--- config.mk ---
export PLATFORM = sky130hd
export DESIGN_NAME = tl_refill_responder
export DESIGN_NICKNAME = d
export VERILOG_FILES = /design/src/rtl/tl_refill_responder.sv
export SDC_FILE = /design/constraint.sdc
export NUM_CORES = 1
export LEC_CHECK = 0
export CORE_ASPECT_RATIO = 1.2
export CORE_MARGIN = 5
export CORE_UTILIZATION = 30
export DETAILED_ROUTE_END_ITERATION = 12
export SLEW_MARGIN = 20
export SYNTH_ARGS = -nofsm -noshare
export SYNTH_HDL_FRONTEND = slang
export SYNTH_SLANG_ARGS = --single-unit
export TNS_END_PERCENT = 30
--- constraint.sdc ---
create_clock -name clock -period 3.3 [get_ports clock]
set_input_delay 0.33 -clock clock [delete_from_list [all_inputs] [get_ports clock]]
set_output_delay 0.33 -clock clock [all_outputs]
set_load 0.01 [all_outputs]
--- src/rtl/tl_refill_responder.sv ---
// TileLink-style refill responder: accepts one A request at a time, waits a fixed
// latency, then streams the D response beats for it.
module tl_refill_responder #(
   parameter int unsigned LATENCY = 2,
   parameter logic [31:0] BASE    = 32'h8000_0000,
   parameter int unsigned SIZE_LG = 16
) (
   input  logic        clock,
   input  logic        reset,
   input  logic        auto_in_a_valid,
   output logic        auto_in_a_ready,
   input  logic [2:0]  auto_in_a_bits_opcode,
   input  logic [2:0]  auto_in_a_bits_param,
   input  logic [3:0]  auto_in_a_bits_size,
   input  logic        auto_in_a_bits_source,
   input  logic [31:0] auto_in_a_bits_address,
   input  logic [7:0]  auto_in_a_bits_mask,
   output logic        auto_in_d_valid,
   input  logic        auto_in_d_ready,
   output logic [2:0]  auto_in_d_bits_opcode,
   output logic [1:0]  auto_in_d_bits_param,
   output logic [3:0]  auto_in_d_bits_size,
   output logic        auto_in_d_bits_source,
   output logic [2:0]  auto_in_d_bits_sink,
   output logic [63:0] auto_in_d_bits_data,
   output logic        auto_in_d_bits_error,
   output logic [15:0] io_resp_count
);

   typedef enum logic [1:0] {S_IDLE, S_WAIT, S_BURST} state_t;

   localparam logic [3:0]  LAT_M1     = (LATENCY == 0) ? 4'd0 : 4'(LATENCY - 1);
   localparam logic [32:0] REGION_END = {1'b0, BASE} + (33'd1 << SIZE_LG);

   state_t      state_q;
   logic [3:0]  cnt_q;
   logic [2:0]  beat_q;
   logic [2:0]  last_q;
   logic [2:0]  d_opcode_q;
   logic [3:0]  size_q;
   logic        source_q;
   logic [31:0] base_q;
   logic        err_q;
   logic        a_ready_q;
   logic        d_valid_q;
   logic [15:0] resp_count_q;

   logic        in_region;
   logic        get_ok;
   logic [2:0]  last_d;
   logic [31:0] aligned_d;
   logic [31:0] beat_addr;
   logic        unused_a_fields;

   assign unused_a_fields = ^{auto_in_a_bits_param, auto_in_a_bits_mask};

   // Decode of the incoming request, only consumed on the accepting edge.
   always_comb begin
      in_region = ({1'b0, auto_in_a_bits_address} >= {1'b0, BASE}) &&
                  ({1'b0, auto_in_a_bits_address} < REGION_END);
      get_ok    = (auto_in_a_bits_opcode == 3'd4) && in_region &&
                  (auto_in_a_bits_size <= 4'd6);
      aligned_d = auto_in_a_bits_address &
                  ~((32'd1 << auto_in_a_bits_size) - 32'd1);
      last_d    = 3'd0;
      if (get_ok) begin
         case (auto_in_a_bits_size)
            4'd4:    last_d = 3'd1;
            4'd5:    last_d = 3'd3;
            4'd6:    last_d = 3'd7;
            default: last_d = 3'd0;
         endcase
      end
   end

   always_ff @(posedge clock or negedge reset) begin
      if (!reset) begin
         state_q      <= S_IDLE;
         cnt_q        <= 4'd0;
         beat_q       <= 3'd0;
         last_q       <= 3'd0;
         d_opcode_q   <= 3'd0;
         size_q       <= 4'd0;
         source_q     <= 1'b0;
         base_q       <= 32'd0;
         err_q        <= 1'b0;
         a_ready_q    <= 1'b0;
         d_valid_q    <= 1'b0;
         resp_count_q <= 16'd0;
      end else begin
         case (state_q)
            S_IDLE: begin
               a_ready_q <= 1'b1;
               if (auto_in_a_valid && a_ready_q) begin
                  a_ready_q  <= 1'b0;
                  d_opcode_q <= (auto_in_a_bits_opcode == 3'd4) ? 3'd1 : 3'd0;
                  size_q     <= auto_in_a_bits_size;
                  source_q   <= auto_in_a_bits_source;
                  base_q     <= get_ok ? aligned_d : 32'd0;
                  err_q      <= ~get_ok;
                  last_q     <= last_d;
                  beat_q     <= 3'd0;
                  if (LATENCY == 0) begin
                     state_q   <= S_BURST;
                     d_valid_q <= 1'b1;
                  end else begin
                     state_q <= S_WAIT;
                     cnt_q   <= LAT_M1;
                  end
               end
            end
            S_WAIT: begin
               if (cnt_q == 4'd0) begin
                  state_q   <= S_BURST;
                  d_valid_q <= 1'b1;
               end else begin
                  cnt_q <= cnt_q - 4'd1;
               end
            end
            S_BURST: begin
               if (auto_in_d_ready) begin
                  if (beat_q == last_q) begin
                     state_q      <= S_IDLE;
                     d_valid_q    <= 1'b0;
                     a_ready_q    <= 1'b1;
                     beat_q       <= 3'd0;
                     resp_count_q <= resp_count_q + 16'd1;
                  end else begin
                     beat_q <= beat_q + 3'd1;
                  end
               end
            end
            default: begin
               state_q   <= S_IDLE;
               d_valid_q <= 1'b0;
            end
         endcase
      end
   end

   // Error responses carry base_q = 0 and are forced to zero data anyway.
   assign beat_addr = base_q + {26'd0, beat_q, 3'd0};

   assign auto_in_a_ready       = a_ready_q;
   assign auto_in_d_valid       = d_valid_q;
   assign auto_in_d_bits_opcode = d_valid_q ? d_opcode_q : 3'd0;
   assign auto_in_d_bits_param  = 2'd0;
   assign auto_in_d_bits_size   = d_valid_q ? size_q : 4'd0;
   assign auto_in_d_bits_source = d_valid_q & source_q;
   assign auto_in_d_bits_sink   = 3'd0;
   assign auto_in_d_bits_error  = d_valid_q & err_q;
   assign auto_in_d_bits_data   = (d_valid_q && !err_q) ? {beat_addr, ~beat_addr} : 64'd0;
   assign io_resp_count         = resp_count_q;

endmodule

* Word-level counts from Yosys, hierarchy flattened
Cells that the tools add are included.
Word-level totals: register bits 71, input port bits 55, output and inout bits 96
Cells by class: add/sub/neg operators 5, $lt $le $gt $ge 3, eq/ne operators 12, shifts and indexed selects 1, multiplexer cells 27, bitwise gates (word level) 7, reduce and logical (&&, ||, !) cells 17
Operator list (number):
- 64-bit 2-to-1 mux | 1
- 32-bit inverter | 2
- 32-bit by 6-bit adder with 32-bit output | 1
- 32-bit AND | 1
- 32-bit >= comparator, second input constant | 1
- 32-bit < comparator, second input constant | 1
- 32-bit 2-to-1 mux | 1
- 1-bit by 4-bit left shift with 32-bit output, first input constant | 1
- 32-bit by 1-bit subtractor with 32-bit output, second input constant | 1
- 16-bit by 1-bit adder with 16-bit output, second input constant | 1
- 3-bit 2-to-1 mux | 5
- 4-bit by 3-bit equality test with 1-bit output, second input constant | 3
- 4-bit 2-to-1 mux | 3
- 3-bit AND reduction | 4
- 2-bit inequality test, second input constant | 5
- 3-bit case mux with 3 select lines | 1
- 2-bit 2-to-1 mux | 4
- 4-bit case mux with 2 select lines | 1
- 4-bit AND reduction | 2
- 1-bit 2-to-1 mux | 7
- 2-bit case mux with 3 select lines | 1
- 3-bit case mux with 2 select lines | 1
- 1-bit logical AND | 5
- 4-bit by 3-bit <= comparator with 1-bit output, second input constant | 1
- other kinds (15) | 18

* Depth between registers and ports, before layout
depth in word-level cells 5, gate-level depth with buffers 8, depth with buffers taken out 7

* Worst setup path before layout
OpenSTA, ideal clock, no wires.
kind register to output, from register beat_q[0], to output auto_in_d_bits_data[55], arrival 2176 ps, required time 2970 ps, setup slack 794 ps, stages on the path, launching flop included 8, path buffers 0, cells stage by stage dfrtp_1 -> ha_1 -> inv_1 -> fa_1 -> and2b_1 -> o2111ai_4 -> or4_1 -> a21oi_1
On the way: word-level cells in the longest chain between the ends 2
Ends and longest elaborated chain:
- start, declared | RTL line 37 | logic [2:0] beat_q;
- start signal, assigned | RTL line 129 | beat_q <= beat_q + 3'd1;
- 32-bit by 6-bit adder with 32-bit output | RTL line 142 | assign beat_addr = base_q + {26'd0, beat_q, 3'd0};
- 64-bit 2-to-1 mux | RTL line 152 | assign auto_in_d_bits_data = (d_valid_q && !err_q) ? {beat_addr, ~beat_addr} : 64'd0;
- end, declared | RTL line 25 | output logic [63:0] auto_in_d_bits_data,
No other way between the ends.

* Final worst setup path
from register beat_q[0], to output auto_in_d_bits_data[23]
On the way: word-level cells in the longest chain between the ends 3
Ends and longest elaborated chain (RTL line):
- 32-bit by 6-bit adder with 32-bit output | 142
- 32-bit inverter | 152
- 64-bit 2-to-1 mux | 152
No other way between the ends.

==> out/metrics.csv <==
stage;metric;value;unit
outcome;status;complete, no violations;
clocking;Post-CTS Hold Buffers;0;
yosys;EDFF count, synth;0;
timing;worst hold slack;114;ps
timing;Setup Skew;9.44;ps
power_and_ir_drop;power per cell area;420;mW/mm^2
layout;highest-count cells in the layout ignoring fill and taps;119 x clkdlybuf4s50_1, 72 x nand2_1, 69 x dfrtp_1;
clocking;CTS sink cnt;69;
die;die width;122;um
yosys;Yosys reg bits;69;
grt;GR Overflow Total;0;
drt;drt wl/cell;14.7;um
drt;Post-route DRC;0;
die;Initial Utilization;0.303;
drt;vias;4066;
yosys;sequential share of the synthesized area;0.383;
layout;Area growth, synth to finish;41.4;%
die;num ports;151;
power_and_ir_drop;Worst VDD drop;0.304;mV
timing;final setup vio count;0;
yosys;Cells after Synth;514;
yosys;Synth Cell Area;0.00451;mm^2
drt;vias per cell;4.79;
layout;antenna cells;0;
grt;first-pass GRT wire length;19.9;mm
placed_design;gpl congestion;0.782;
worst_setup_path;Critical Path RT;2970;ps
grt;largest net degree at the start of global routing;70;
clocking;number of buffers created by CTS;9;
timing;final worst path period need;3230;ps
timing;Final Hold Vio Count;0;
layout;# fillers;1507;
layout;most common cell after layout, fill and taps aside;clkdlybuf4s50_1;
drt;drt first-iter violations;171;
power_and_ir_drop;Lkg Pwr;2.76;nW
worst_setup_path;crit path kind;register to output pin;
die;Die Y;144;um
layout;register area;0.00173;mm^2
worst_setup_path;WP data arrival;2900;ps
timing;actual slew at the worst max-slew pin;905;ps
yosys;ys flop type;dfrtp_1;
layout;Multi-input gate area;0.00260;mm^2
timing;max-slew violations;0;
clocking;CTS tree;built;
hold_path;hold crit path type;input pin to async pin;
clocking;root cell of the clock tree;clkbuf_16;
placed_design;post-DP HPWL;9.42;mm
die;core area;0.0149;mm^2
layout;layout cell share with drive strength beyond 1;0.0899;
worst_setup_path;reg2reg path depth;5;
drt;Final ANT Viol Nets;0;
yosys;Ys Warns;0;
timing;RSZ-0062 raised after global routing;yes;
drt;drt first pass iters;4;
layout;final instance area;0.00638;mm^2
clocking;clock latency on the worst-skew pair;330;ps
layout;NumNets Final;705;
placed_design;PortBufs;132;
grt;initial antenna violation count;0;
placed_design;Placed Area;0.00599;mm^2
die;Die ar.;0.0176;mm^2
worst_setup_path;CP endpoint kind;output pin;
timing;ratio of final minimum period to clock period;0.980;
worst_setup_path;critical path launch point;beat_q[0];
flow_run;Max-cap violations;0;
timing;worst rel slew slack;0.397;
timing;fmax;0.309;GHz
clocking;htree depth;3;
grt;vias in the first global route;3973;
yosys;ys async rst share;1.00;
worst_setup_path;Reg2Reg Setup Slack;1340;ps
clocking;Clock Path Buffers;2;
worst_setup_path;Startpoint Class;register;
clocking;CTS clk-pin slew, worst paths;60;ps
drt;Total Wirelength;12.5;mm
die;standard-cell rows;49;
yosys;synth unique cells;58;
yosys;synthesized area per cell;8.77;um^2
timing;setup_tns;0;ps
worst_setup_path;critical path peak fanout;7;
grt;gr usage total;0.141;
worst_setup_path;r2r startpoint;beat_q[0];
[what timing repair did]
| item | 4_1_cts | 5_1_grt |
|---|---|---|
| gates resized for setup | 12 | 16 |
| setup endpoints to repair | 32 | 20 |
| pin swaps | 1 | 2 |
| setup buffers | 2 | 1 |
[metal layers]
layer  global-route usage  up-vias  part of all wire
met2                0.237      104              0.48
met4               0.0378        0            0.0090
li1                     -     2034                 -
met5                    0        -                 0
met3               0.0356        8             0.054
met1                0.180     1920              0.46
[sequential cells by signal (all words and copies together), names as in the netlist]
register	count
last_q	3
state_q	2
err_q	1
io_resp_count	16
size_q	4
cnt_q	4
d_opcode_q	1
base_q	32
source_q	1
auto_in_d_valid	1
beat_q	3
auto_in_a_ready	1
[cell usage after synthesis, types with 3 or more instances]
library cell,instances,area share
nand2_1,72,0.060
dfrtp_1,69,0.38
and2_1,41,0.057
o21ai_0,27,0.030
clkbuf_1,23,0.019
nor2_1,22,0.018
mux2i_1,19,0.042
a21oi_1,18,0.020
nand3_1,18,0.020
and3_1,16,0.022
inv_1,16,0.013
xnor2_1,15,0.029
xor2_1,15,0.029
nand2b_1,13,0.018
nor3_1,13,0.014
ha_1,9,0.025
and4_1,8,0.016
buf_4,8,0.013
nor4_1,8,0.011
o31ai_1,8,0.013
nand4_1,7,0.0097
or4_1,7,0.012
buf_6,4,0.010
nor2b_1,4,0.0056
o211ai_1,4,0.0067
or3_1,4,0.0056
nor3b_1,3,0.0050
o21a_1,3,0.0050
o21ai_1,3,0.0033
o22ai_1,3,0.0042
[cells by family (layout without fill, tap and decap cells)]
family	after synthesis	in the layout	share of synthesized area
and+or+nand+nor	256	256	0.321
AOI/OAI and AO/OA	77	77	0.108
DFF	69	69	0.383
buffers and inverters	52	177	0.0569
xor gates and xnor gates	30	30	0.0583
muxes	19	19	0.0422
adders and majority gates	10	10	0.0294
other	1	7	0.000832
[cell type report]
cell class	instances	share of cell area
Multi-Input combinational cell	399	0.408
Clock inverter	3	0.00687
Inverter	16	0.00942
Clock buffer	13	0.0408
Sequential cell	69	0.271
Timing Repair Buffer	145	0.224
Tap cell	204	0.0400
[per-stage QoR]
step                      instances  setup slack [ps]  total power, W  utilization
final                           849              67.6         0.00268        0.428
after detailed placement        830               192         0.00172        0.402
after global routing            849             -92.3         0.00284        0.428
after global placement          830               224         0.00169        0.402
after floorplan                 520               794         0.00141            -
after CTS                       848              1.81         0.00272        0.424
[power by group]
part	leakage, nW	internal (W)	switching, W	total, W
registers	0.916	0.000941	0.0000993	0.00104
logic	1.70	0.000323	0.000329	0.000652
clock network	0.150	0.000627	0.000356	0.000983
total	2.76	0.00189	0.000785	0.00268
[critical path: stages (launching register included)]
cell           delay [ps]
dfrtp_1               360
ha_2                  200
inv_1                  60
fa_1                  390
and2b_2               290
o2111ai_4             190
buf_4                 200
or4_4                 410
and3_1                190
dlygate4sd2_1         280
[final timing paths]
check | to
setup / recovery | auto_in_d_bits_data[23]
hold / removal | io_resp_count[14]
setup reg to reg | io_resp_count[15]
hold reg to reg | size_q[0]
max in group asynchronous | base_q[27]
min in group clock | size_q[0]
Note: power is estimated with default switching activity, not from simulation.
